<file path="config.mk">
export PLATFORM = sky130hd
export DESIGN_NAME = hamming74_encoder_tx_flat
export DESIGN_NICKNAME = d
export VERILOG_FILES = /design/src/rtl/hamming74_pkg.sv /design/src/rtl/hamming74_encoder_tx_if.sv /design/src/rtl/hamming74_encoder_tx_sync_fifo.sv /design/src/rtl/hamming74_encoder_tx.sv /design/src/flat_wrapper.sv
export SDC_FILE = /design/constraint.sdc
export NUM_CORES = 1
export LEC_CHECK = 0
export BUFFER_PORTS_ARGS = -buffer_cell sky130_fd_sc_hd__buf_4
export CAP_MARGIN = 20
export CORE_MARGIN = 5
export CORE_UTILIZATION = 35
export DETAILED_ROUTE_END_ITERATION = 8
export GPL_TIMING_DRIVEN = 0
export SETUP_SLACK_MARGIN = 0.15
export SLEW_MARGIN = 5
export SYNTH_ARGS = -nofsm -noshare
export SYNTH_HDL_FRONTEND = slang
export SYNTH_SLANG_ARGS = --single-unit
</file>
<file path="constraint.sdc">
create_clock -name clock -period 1.9 [get_ports clock]
set_input_delay 0.19 -clock clock [delete_from_list [all_inputs] [get_ports clock]]
set_output_delay 0.19 -clock clock [all_outputs]
set_load 0.005 [all_outputs]
</file>
<file path="src/rtl/hamming74_pkg.sv">
// hamming74_pkg: Hamming(7,4) widths, codeword bit positions, encoder and syndrome helpers shared by tx and decoder
package hamming74_pkg;
  localparam int CW_W = 7;
  localparam int D_W = 4;
  localparam int P1_POS = 0;
  localparam int P2_POS = 1;
  localparam int D0_POS = 2;
  localparam int P4_POS = 3;
  localparam int D1_POS = 4;
  localparam int D2_POS = 5;
  localparam int D3_POS = 6;
  function automatic logic [CW_W-1:0] hamming74_enc(input logic [D_W-1:0] d);
    logic [CW_W-1:0] c;
    c = '0;
    c[D0_POS] = d[0];
    c[D1_POS] = d[1];
    c[D2_POS] = d[2];
    c[D3_POS] = d[3];
    c[P1_POS] = d[0] ^ d[1] ^ d[3];
    c[P2_POS] = d[0] ^ d[2] ^ d[3];
    c[P4_POS] = d[1] ^ d[2] ^ d[3];
    return c;
  endfunction
  function automatic logic [2:0] hamming74_syn(input logic [CW_W-1:0] cw);
    return {cw[3] ^ cw[4] ^ cw[5] ^ cw[6], cw[1] ^ cw[2] ^ cw[5] ^ cw[6], cw[0] ^ cw[2] ^ cw[4] ^ cw[6]};
  endfunction
endpackage

</file>
<file path="src/rtl/hamming74_encoder_tx_if.sv">
// hamming74_encoder_tx_if: nibble valid/ready in, codeword valid/ready out, plus inj_en/inj_pos error-injection controls
interface hamming74_encoder_tx_if;
  import hamming74_pkg::*;
  logic [D_W-1:0] in_data;
  logic in_valid;
  logic in_ready;
  logic inj_en;
  logic [2:0] inj_pos;
  logic [CW_W-1:0] out_cw;
  logic out_valid;
  logic out_ready;
  modport master(output in_data, in_valid, inj_en, inj_pos, out_ready, input in_ready, out_cw, out_valid);
  modport slave(input in_data, in_valid, inj_en, inj_pos, out_ready, output in_ready, out_cw, out_valid);
endinterface

</file>
<file path="src/rtl/hamming74_encoder_tx_sync_fifo.sv">
// sync_fifo: DEPTH x W FIFO (clock, rst_n, push/pop/wdata in; rdata, registered full/empty, level out)
module sync_fifo #(
  parameter int DEPTH = 4,
  parameter int W = 4,
  localparam int AW = $clog2(DEPTH)
) (
  input  logic         clock,
  input  logic         rst_n,
  input  logic         push,
  input  logic         pop,
  input  logic [W-1:0] wdata,
  output logic [W-1:0] rdata,
  output logic         full,
  output logic         empty,
  output logic [AW:0]  level
);
  logic [W-1:0] mem_q [DEPTH];
  logic [AW:0] wptr_q, wptr_d, rptr_q, rptr_d;
  logic full_q, empty_q, do_push, do_pop;
  always_comb begin
    do_push = push & ~full_q;
    do_pop = pop & ~empty_q;
    wptr_d = wptr_q + (AW+1)'(do_push);
    rptr_d = rptr_q + (AW+1)'(do_pop);
  end
  always_ff @(posedge clock or negedge rst_n)
    if (!rst_n) begin
      wptr_q <= '0;
      rptr_q <= '0;
      full_q <= 1'b0;
      empty_q <= 1'b1;
    end else begin
      wptr_q <= wptr_d;
      rptr_q <= rptr_d;
      full_q <= (wptr_d[AW] != rptr_d[AW]) && (wptr_d[AW-1:0] == rptr_d[AW-1:0]);
      empty_q <= wptr_d == rptr_d;
    end
  always_ff @(posedge clock)
    if (do_push) mem_q[wptr_q[AW-1:0]] <= wdata;
  assign rdata = mem_q[rptr_q[AW-1:0]];
  assign full = full_q;
  assign empty = empty_q;
  assign level = wptr_q - rptr_q;
endmodule

</file>
<file path="src/rtl/hamming74_encoder_tx.sv">
// hamming74_encoder_tx: FIFO-buffered nibbles Hamming(7,4)-encoded into a registered codeword stream with bit-flip injection, cw_count and fifo_lvl
module hamming74_encoder_tx import hamming74_pkg::*; #(
  parameter int DEPTH = 4,
  parameter int CNT_W = 16
) (
  input  logic                     clock,
  input  logic                     rst_n,
  hamming74_encoder_tx_if.slave    bus,
  output logic [CNT_W-1:0]         cw_count,
  output logic [$clog2(DEPTH):0]   fifo_lvl
);
  logic [D_W-1:0] head;
  logic full, empty, load, hs;
  logic out_valid_q, out_valid_d;
  logic [CW_W-1:0] out_cw_q, out_cw_d, inj_mask;
  logic [CNT_W-1:0] cnt_q, cnt_d;
  sync_fifo #(.DEPTH(DEPTH), .W(D_W)) u_fifo (
    .clock(clock),
    .rst_n(rst_n),
    .push(bus.in_valid),
    .pop(load),
    .wdata(bus.in_data),
    .rdata(head),
    .full(full),
    .empty(empty),
    .level(fifo_lvl)
  );
  always_comb begin
    hs = out_valid_q & bus.out_ready;
    load = ~empty & (~out_valid_q | bus.out_ready);
    inj_mask = bus.inj_en && bus.inj_pos != 3'd0 ? CW_W'(1) << (bus.inj_pos - 3'd1) : '0;
    out_cw_d = load ? hamming74_enc(head) ^ inj_mask : out_cw_q;
    out_valid_d = load | (out_valid_q & ~bus.out_ready);
    cnt_d = cnt_q + CNT_W'(hs);
  end
  always_ff @(posedge clock or negedge rst_n)
    if (!rst_n) begin
      out_valid_q <= 1'b0;
      out_cw_q <= '0;
      cnt_q <= '0;
    end else begin
      out_valid_q <= out_valid_d;
      out_cw_q <= out_cw_d;
      cnt_q <= cnt_d;
    end
  assign bus.in_ready = ~full;
  assign bus.out_valid = out_valid_q;
  assign bus.out_cw = out_cw_q;
  assign cw_count = cnt_q;
endmodule

</file>
<file path="src/flat_wrapper.sv">
// flat-port wrapper written by rule: the top's interface ports become plain ports
module hamming74_encoder_tx_flat import hamming74_pkg::*;
#(
  parameter int DEPTH = 4,
  parameter int CNT_W = 16
)
  (clock, rst_n, cw_count, fifo_lvl, bus_in_data, bus_in_valid, bus_inj_en, bus_inj_pos, bus_out_ready, bus_in_ready, bus_out_cw, bus_out_valid);
  hamming74_encoder_tx_if bus_i ();
  input  logic clock;
  input  logic rst_n;
  output logic [CNT_W-1:0] cw_count;
  output logic [$clog2(DEPTH):0] fifo_lvl;
  input wire logic [$bits(bus_i.in_data)-1:0] bus_in_data;
  input wire logic [$bits(bus_i.in_valid)-1:0] bus_in_valid;
  input wire logic [$bits(bus_i.inj_en)-1:0] bus_inj_en;
  input wire logic [$bits(bus_i.inj_pos)-1:0] bus_inj_pos;
  input wire logic [$bits(bus_i.out_ready)-1:0] bus_out_ready;
  output wire logic [$bits(bus_i.in_ready)-1:0] bus_in_ready;
  output wire logic [$bits(bus_i.out_cw)-1:0] bus_out_cw;
  output wire logic [$bits(bus_i.out_valid)-1:0] bus_out_valid;
  assign bus_i.in_data = bus_in_data;
  assign bus_i.in_valid = bus_in_valid;
  assign bus_i.inj_en = bus_inj_en;
  assign bus_i.inj_pos = bus_inj_pos;
  assign bus_i.out_ready = bus_out_ready;
  assign bus_in_ready = bus_i.in_ready;
  assign bus_out_cw = bus_i.out_cw;
  assign bus_out_valid = bus_i.out_valid;
  hamming74_encoder_tx #(.DEPTH(DEPTH), .CNT_W(CNT_W)) u_core (.clock(clock), .rst_n(rst_n), .bus(bus_i), .cw_count(cw_count), .fifo_lvl(fifo_lvl));
endmodule
</file>
# [After elaboration in Yosys (flattened, before gate mapping)]
# Memory sizes are Yosys's and may differ from the RTL's.
# Cells that the tools add are included.
[totals] reg_bits=32 mem_bits_rw=16 input_bits=12 elab_cells=41 mem_count=1
[op_classes] n_addsub=5 n_eq_ne=3 n_shift=1 muxes=3 bitwise=18 n_reduce_logical=3
[mem_list] name="u_core.u_fifo.mem_q" depth=4 word_bits=4 rd=1 rd_ports_with_merged_regs=0 write_ports=1 line="hamming74_encoder_tx_sync_fifo.sv:17" source="logic [W-1:0] mem_q [DEPTH];"
[op_table] cell="adder 16 x 1 -> 16 bit" n=1
[op_table] cell="two-way mux 7 bit" n=1
[op_table] cell="left shift 1 x 3 -> 7 bit, first input constant" n=1
[op_table] cell="XOR 7 bit" n=1
[op_table] cell="adder 3 x 1 -> 3 bit" n=2
[op_table] cell="XOR 1 bit" n=6
[op_table] cell="bitwise AND 1 bit" n=5
[op_table] cell="inverter 1 bit" n=4
[op_table] cell="== test 3 bit" n=1
[op_table] cell="nonzero test 3 bit" n=1
[op_table] cell="subtractor 3 x 1 -> 3 bit, second input constant" n=1
[op_table] cell="subtractor 3 bit" n=1
[op_table] cell="== test 2 bit" n=1
[op_table] cell="logical AND 1 bit" n=2
[op_table] cell="two-way mux 1 bit" n=2
[op_table] cell="OR 1 bit" n=2
[op_table] cell="inequality test 1 bit" n=1

# [Longest topological paths before layout]
# Gate-level depths: netlist of the first run.
[depth] word_depth=7 depth_mapped=8

# [By module]
# Synthesis of the first run repeated with hierarchy kept, for this count alone.
[hier_totals] hier_cells=153 hier_area_um2=2217.1
[by_module_without_submodules] mod="hamming74_encoder_tx" n_inst=1 cells_each=97 area_each_um2=1223.7 seq_area_each_um2=600.6
[by_module_without_submodules] mod="sync_fifo" n_inst=1 cells_each=56 area_each_um2=993.5 seq_area_each_um2=681.9

# [Worst setup path before layout of the first run]
# OpenSTA, ideal clock, no wires.
[synth_path] path_type="reg2reg" from="register u_core.out_valid_q (netlist: u_core.bus.out_valid)" to="register u_core.u_fifo.empty_q (netlist: u_core.u_fifo.empty)" t_arrival_ns=1.782 t_required_ns=1.832 path_slack_ns=0.050 path_stages_with_launch=8 cell_sequence="dfrtp_1 a21oi_1 clkbuf_1 ha_1 ha_1 xnor2_1 xnor2_1 nor2b_1"
[synth_between] elab_chain_cells=6
[synth_rtl] item="start, declared" line="hamming74_encoder_tx.sv:14" source="logic out_valid_q, out_valid_d;"
[synth_rtl] item="start signal, assigned" line="hamming74_encoder_tx.sv:42" source="out_valid_q <= out_valid_d;"
[synth_rtl] item="inverter 1 bit" line="hamming74_encoder_tx.sv:30" source="load = ~empty & (~out_valid_q | bus.out_ready);"
[synth_rtl] item="OR 1 bit" line="hamming74_encoder_tx.sv:30"
[synth_rtl] item="bitwise AND 1 bit" line="hamming74_encoder_tx.sv:30"
[synth_rtl] item="via u_core.load" line="hamming74_encoder_tx.sv:13" source="logic full, empty, load, hs;"
[synth_rtl] item="bitwise AND 1 bit" line="hamming74_encoder_tx_sync_fifo.sv:22" source="do_pop = pop & ~empty_q;"
[synth_rtl] item="adder 3 x 1 -> 3 bit" line="hamming74_encoder_tx_sync_fifo.sv:24" source="rptr_d = rptr_q + (AW+1)'(do_pop);"
[synth_rtl] item="== test 3 bit" line="hamming74_encoder_tx_sync_fifo.sv:36" source="empty_q <= wptr_d == rptr_d;"
[synth_rtl] item="end signal, assigned" line="hamming74_encoder_tx_sync_fifo.sv:36"
[synth_rtl] item="end, declared" line="hamming74_encoder_tx_sync_fifo.sv:19" source="logic full_q, empty_q, do_push, do_pop;"
# The timed path passes the listed nets, and every way through them passes these cells.
# A chain may end at the register's enable or synchronous reset.

# [Final worst setup path of the first run]
[layout_path] from="register u_core.u_fifo.rptr_q[0]" to="register u_core.out_cw_q[1] (netlist: u_core.bus.out_cw[1])"
[layout_between] elab_chain_cells=4
[layout_rtl] item="start, declared" line="hamming74_encoder_tx_sync_fifo.sv:18" source="logic [AW:0] wptr_q, wptr_d, rptr_q, rptr_d;"
[layout_rtl] item="start signal, assigned" line="hamming74_encoder_tx_sync_fifo.sv:34" source="rptr_q <= rptr_d;"
[layout_rtl] item="memory (4 x 4 bit) *"
[layout_rtl] item="XOR 1 bit" line="hamming74_pkg.sv:20" source="c[P2_POS] = d[0] ^ d[2] ^ d[3];"
[layout_rtl] item="XOR 1 bit *" line="hamming74_pkg.sv:20"
[layout_rtl] item="XOR 7 bit *" line="hamming74_encoder_tx.sv:32" source="out_cw_d = load ? hamming74_enc(head) ^ inj_mask : out_cw_q;"
[layout_rtl] item="end signal, assigned" line="hamming74_encoder_tx.sv:43" source="out_cw_q <= out_cw_d;"
[layout_rtl] item="end, declared" line="hamming74_encoder_tx.sv:15" source="logic [CW_W-1:0] out_cw_q, out_cw_d, inj_mask;"
# Every way passes the cells marked *; elsewhere a longest branch is shown, timed or not.

==> results of run 1 <==
==> cell families (layout without fill, tap and decap cells) <==
| group | Yosys count | count (layout) | share of synthesized area, % |
|---|---|---|---|
| flip-flops | 48 | 48 | 60.2 |
| AND/OR/NAND/NOR | 44 | 44 | 10.7 |
| XOR/XNOR | 34 | 34 | 14.3 |
| adder cells (fa/ha/maj) | 9 | 9 | 5.63 |
| AO/OA/AOI/OAI | 9 | 9 | 2.29 |
| buffers and inverters | 9 | 65 | 1.58 |
| multiplexers | 5 | 5 | 5.28 |
==> routing by layer <==
layer | part of all wire [%] | global-route usage [%] | vias to the layer above
met5 | 0 | 0 | -
met2 | 46 | 15.3 | 27
met3 | 4.7 | 3.20 | 5
li1 | - | - | 659
met1 | 48 | 15.5 | 625
met4 | 1.6 | 3.71 | 0
==> placed cells by master, fill, tap and decap left out, types with 5 or more instances in the layout <==
| cell | instances |
|---|---|
| a21oi_1 | 5 |
| and3_1 | 6 |
| buf_4 | 46 |
| clkbuf_8 | 5 |
| dfrtp_1 | 30 |
| edfxtp_1 | 16 |
| inv_1 | 8 |
| nand2_1 | 6 |
| nand3_1 | 6 |
| nor2_1 | 14 |
| xnor2_1 | 16 |
| xor2_1 | 14 |
==> stage by stage <==
stage	cell area [µm²]	TNS (ns)
2_1_floorplan	2130	0
6_report	2780	0
4_1_cts	2680	0
3_3_place_gp	2520	-0.0889
3_5_place_dp	2520	-0.106
5_1_grt	2780	0
==> worst paths after layout <==
check                                                   from  cells past startpoint  slack [ns]                               end
max                        u_core.u_fifo.rptr_q[0]$_DFF_PN0_                      5         0.1  u_core.bus.out_cw[1]$_DFFE_PN0P_
min in group asynchronous                              rst_n                      2        0.37      u_core.cw_count[7]$_DFF_PN0_
min                                            bus_out_ready                      2        0.08    u_core.bus.out_valid$_DFF_PN0_
min reg2reg                    u_core.cw_count[15]$_DFF_PN0_                      1        0.47     u_core.cw_count[15]$_DFF_PN0_
max reg2reg                u_core.u_fifo.rptr_q[0]$_DFF_PN0_                      5         0.1  u_core.bus.out_cw[1]$_DFFE_PN0P_
max in group asynchronous                              rst_n                      2        1.21     u_core.u_fifo.empty$_DFF_PN1_
==> worst max-delay path, stage by stage, from the launching register on <==
cell,delay [ns]
dfrtp_2,0.43
buf_12,0.13
mux4_2,0.54
xor2_1,0.20
xnor2_1,0.15
mux2_4,0.26
==> repair_timing <==
action	4_1_cts	5_1_grt
hold buffers	1	0
endpoints found under the setup margin	10	15
cloned	0	0
endpoints found under the hold margin	31	0
gates resized for setup	6	15
setup buffers	4	4
pin swaps	3	13
==> power by group <==
part	internal, µW	leakage, µW	switching [µW]
Clock	263	0.0000447	346
Sequential	1390	0.000535	263
Combinational	1190	0.000649	824
Total	2850	0.00123	1430
==> registers in the layout (all words and copies together), names as in the netlist <==
signal,count
u_core.bus.out_valid,1
u_core.u_fifo.full,1
u_core.cw_count,16
u_core.u_fifo.rptr_q,3
u_core.bus.out_cw,7
u_core.u_fifo.wptr_q,3
u_core.u_fifo.mem_q,16
u_core.u_fifo.empty,1
==> cell type report <==
| class | instances | area (µm²) | area share (%) |
|---|---|---|---|
| Clock buffer | 5 | 68.8 | 2.48 |
| Buffer | 1 | 7.51 | 0.270 |
| Timing Repair Buffer | 48 | 379 | 13.6 |
| Multi-Input combinational cell | 101 | 892 | 32.1 |
| Tap cell | 75 | 93.8 | 3.38 |
| Clock inverter | 3 | 22.5 | 0.811 |
| Sequential cell | 48 | 1280 | 46.2 |
| Inverter | 8 | 30.0 | 1.08 |
==> flow_summary_export.csv, run 1 <==
group,metric,value,unit
status,status,"completed",
cts,cts_tree,"yes",
die,core,5920,µm²
cts,cts-root-buf,"clkbuf_8",
yosys,synth-seq-area-share,60.2,%
die,die_h,88.1,µm
placed_design,gp_congestion,0.743,
finish,fin_nets,234,
yosys,synth_nets,179,
sta,fin_worst_skew,0.00607,ns
yosys,netlist.area_leader.share,36.4,%
hold_path,min_path_type,"primary input to flop",
power_and_ir_drop,cellPowerDensity,1540,nW/µm²
yosys,synthTopCellsByCount,"dfrtp_1, xnor2_1, edfxtp_1, nor2_1, xor2_1",
grt,overflow,0,
power_and_ir_drop,leakage,0.00123,µW
yosys,synthArstFlopShare,66.7,%
yosys,avgSynthCellArea,13.5,µm²
yosys,synth_top_cell_by_area,"dfrtp_1",
yosys,synth-edff-count,16,
finish,utilization,46.9,%
route,finalWirelength,3820,µm
die,die_w,88.1,µm
grt,grt_pass1_vias,1300,
grt,grt_pass1_wl,6330,µm
cts,cts.sinks,48,
worst_setup_path,cp.arrival,1.99,ns
die,die-area,7750,µm²
die,start_util,36.0,%
die,rows,28,
route,dr.pass1.iters,4,
cts,clk_pin_slew,0.09,ns
worst_setup_path,crit_fanout,4,
worst_setup_path,startpoint_type,"flop",
route,via_per_inst,4.55,
sta,setup_viol,0,
sta,min_period,1.80,ns
route,drcViolationCount,0,
finish,drive_gt1_share,35.5,%
yosys,ys_top_cells_by_area,"dfrtp_1, edfxtp_1, xnor2_1",
placed_design,portBuffers,39,
run,drv_cap,0,
yosys,post-synth-top-count-cell,"dfrtp_1",
worst_setup_path,endpoint_kind,"flop",
sta,grt_setup_unrepaired,"yes",
worst_setup_path,path_class,"flop to flop",
sta,hold_slack,0.0806,ns
grt,grt_use_total,10.7,%
cts,cts_htree_levels,2,
route,ant_nets,0,
finish,layout.cells.non_filler,289,
route,num_vias,1316,
sta,timing.fmax,554,MHz
cts,cts_made_buffers,5,
yosys,netlist_area,2130,µm²
finish,antennaDiodeCount,0,
yosys,syn_inst,158,
sta,timing.final.crit_share,94.9,%
placed_design,hpwl,2750,µm
grt,antenna_found_initial,0,
yosys,yosys_warnings,0,
finish,syn_to_final_growth,30.3,%
sta,maxSlewHeadroom,71.0,%
route,initialDrtViolationCount,41,
placed_design,dp_slack,-0.0938,ns
cts,clk-insertion-delay-late,0.30,ns
route,wl_per_cell,13.2,µm
yosys,ys_types,25,
yosys,ys.flop_type,"dfrtp_1",
power_and_ir_drop,total_power,4280,µW
sta,slew_viol_final,0,
worst_setup_path,crit_required,2.08,ns
yosys,synth_seq_cells,48,
placed_design,dpl.cell_count,272,
sta,tightestPinTransition,0.429,ns
finish,fillers,529,
cts,clockBufferDepth,2,
sta,finalWorstSetupSlack,0.0961,ns
die,num_io_pins,40,
grt,grt_max_degree,33,
power_and_ir_drop,ir_drop,0.000872,V
sta,hold_viol_final,0,
(Power assumes the default switching activity.)
==> run 2, diff against run 1 <==
--- a/config.mk
+++ b/config.mk
@@ -5,11 +5,11 @@
 export SDC_FILE = /design/constraint.sdc
 export NUM_CORES = 1
 export LEC_CHECK = 0
-export BUFFER_PORTS_ARGS = -buffer_cell sky130_fd_sc_hd__buf_4
 export CAP_MARGIN = 20
 export CORE_MARGIN = 5
 export CORE_UTILIZATION = 35
 export DETAILED_ROUTE_END_ITERATION = 8
+export DONT_BUFFER_PORTS = 1
 export GPL_TIMING_DRIVEN = 0
 export SETUP_SLACK_MARGIN = 0.15
 export SLEW_MARGIN = 5
==> flow_summary_export.csv, run 2 (same netlist as run 1, synthesis figures left out) <==
group,metric,value,unit
status,status,"completed",
sta,min_period,1.76,ns
finish,fin_nets,201,
worst_setup_path,crit_slowest_cell,"fa_2",
cts,cts_made_buffers,5,
cts,cts.sinks,48,
worst_setup_path,r2r-end,"u_core.bus.out_cw[1]$_DFFE_PN0P_",
die,die-area,7750,µm²
grt,grt_pass1_wl,6360,µm
cts,cts-root-buf,"clkbuf_8",
worst_setup_path,startpoint_type,"flop",
power_and_ir_drop,share_comb_of_total_power,40.6,%
hold_path,holdPathEnd,"u_core.bus.out_cw[5]$_DFFE_PN0P_",
power_and_ir_drop,leakage,0.00108,µW
hold_path,hold_depth,3,
worst_setup_path,rr_worst_depth,4,
cts,cts_htree_levels,2,
worst_setup_path,endpoint_kind,"output pin",
worst_setup_path,crit_path_cell_trace,"ha_2 -> fa_2 -> inv_1",
grt,antenna_found_initial,0,
route,wl_per_cell,15.0,µm
power_and_ir_drop,clkPwrFrac,16.0,%
power_and_ir_drop,p_sw_share,35.8,%
route,finalWirelength,3840,µm
placed_design,hpwl,2870,µm
power_and_ir_drop,power.switching,1410,µW
die,die_h,88.1,µm
worst_setup_path,crit_required,1.71,ns
die,core,5920,µm²
worst_setup_path,cp_num_buf_inv,1,
worst_setup_path,timing.rr.start,"u_core.u_fifo.rptr_q[0]$_DFF_PN0_",
route,ant_nets,0,
hold_path,min_path_type,"primary input to flop",
sta,slew_viol_final,0,
grt,overflow,0,
power_and_ir_drop,p_seq_share,43.4,%
power_and_ir_drop,total_power,3950,µW
cts,clk-insertion-delay-late,0.30,ns
grt,grt_max_degree,33,
die,start_util,36.0,%
finish,antennaDiodeCount,0,
grt,grt_pass1_vias,1298,
finish,drive_gt1_share,22.7,%
worst_setup_path,r2r_setup_slack,0.15,ns
sta,setup_tns,0,ns
finish,final_common_cell,"dfrtp_1",
hold_path,hp-start,"bus_inj_pos[1]",
sta,fin_worst_skew,0.00611,ns
power_and_ir_drop,p_int,2530,µW
sta,maxSlewHeadroom,64.4,%
worst_setup_path,crit_fanout,6,
grt,grt_use_total,10.9,%
cts,clk_pin_slew,0.09,ns
power_and_ir_drop,cellPowerDensity,1550,nW/µm²
die,die_w,88.1,µm
die,rows,28,
sta,hold_viol_final,0,
route,drcViolationCount,0,
power_and_ir_drop,ir_drop,0.000584,V
sta,grt_setup_unrepaired,"yes",
route,initialDrtViolationCount,27,
cts,clockBufferDepth,2,
sta,setup_viol,0,
finish,syn_to_final_growth,19.8,%
die,num_io_pins,40,
route,dr.pass1.iters,6,
sta,timing.fmax,570,MHz
placed_design,gp_congestion,0.778,
sta,tightestPinTransition,0.531,ns
placed_design,portBuffers,0,
worst_setup_path,path_delay_family,"adder cells",
run,drv_cap,0,
cts,cts_tree,"yes",
route,num_vias,1247,
worst_setup_path,path_class,"flop to output pin",
sta,timing.final.crit_share,92.4,%
worst_setup_path,slowest_delay,0.51,ns
route,via_per_inst,4.87,
worst_setup_path,cp.arrival,1.57,ns
finish,final_cell_mix,"dfrtp_1, edfxtp_1, xnor2_1, xor2_1, nor2_1",
finish,fillers,530,
run 2: cell count changes in the layout (fill, tap and decap cells not counted), moves of 2 or more:
cell and change:
buf_4 -38, dlygate4sd3_1 +5, xnor2_1 -2, xnor2_2 +2
run 2: per-layer routing:
layer	vias to the layer above	track usage, %	share of wire, %
met3	5	3.86	6.1
met1	624	13.3	43
met5	-	0	0
li1	591	-	-
met4	0	4.95	2.0
met2	27	17.5	49
run 2: area by class of cell:
type / count / area [µm²] / area share, %
sequential: 48 / 1280 / 50.3
multi-input combinational: 101 / 896 / 35.1
timing repair buffer: 15 / 140 / 5.48
tap: 75 / 93.8 / 3.67
clock buffer: 5 / 68.8 / 2.69
inverter: 8 / 30.0 / 1.18
clock inverter: 3 / 26.3 / 1.03
buffer: 1 / 15.0 / 0.588
run 2: what timing repair did:
item                                   in CTS  in global routing
setup endpoints to repair                  13                 13
gates resized for setup                    15                  8
endpoints found under the hold margin      49                  0
hold buffers                                7                  0
pin swaps                                   6                  5
setup buffers                               4                  4
run 2: power by group through the flow:
stage	sequential, µW	combinational [µW]	clock (µW)
2_1_floorplan	1630	1080	0
3_3_place_gp	1700	1270	0
3_5_place_dp	1730	1290	0
4_1_cts	1720	1520	655
5_1_grt	1760	1790	710
6_report	1710	1600	633
run 2: worst max path at each step:
stage	depth (start not counted)	end	startpoint	slack, ns
2_1_floorplan	7	u_core.u_fifo.empty$_DFF_PN1_	u_core.bus.out_valid$_DFF_PN0_	0.14
3_3_place_gp	7	u_core.u_fifo.empty$_DFF_PN1_	u_core.bus.out_valid$_DFF_PN0_	-0.1
3_5_place_dp	7	u_core.u_fifo.empty$_DFF_PN1_	u_core.bus.out_valid$_DFF_PN0_	-0.13
4_1_cts	7	u_core.u_fifo.empty$_DFF_PN1_	u_core.u_fifo.empty$_DFF_PN1_	0.1
5_1_grt	3	fifo_lvl[1]	u_core.u_fifo.rptr_q[0]$_DFF_PN0_	0.07
6_report	3	fifo_lvl[1]	u_core.u_fifo.rptr_q[0]$_DFF_PN0_	0.14
run 2: metrics by stage:
| step | instance area [µm²] | worst slack (ns) | hold slack (ns) | utilization (%) | std cells |
|---|---|---|---|---|---|
| global route | 2550 | 0.0665 | 0.210 | 43.2 | 256 |
| finish | 2550 | 0.144 | 0.193 | 43.2 | 256 |
| global placement | 2220 | -0.0994 | -0.104 | 37.6 | 233 |
| detailed placement | 2220 | -0.128 | -0.105 | 37.6 | 233 |
| floorplan | 2130 | 0.141 | -0.106 | - | 158 |
| CTS | 2480 | 0.0972 | 0.196 | 41.9 | 252 |
run 2: worst register-to-register path: cells and delay by family (launching register included):
kind      cells  cell delay (ns)
xor+xnor      2             0.29
flops         1             0.48
mux           2             0.87
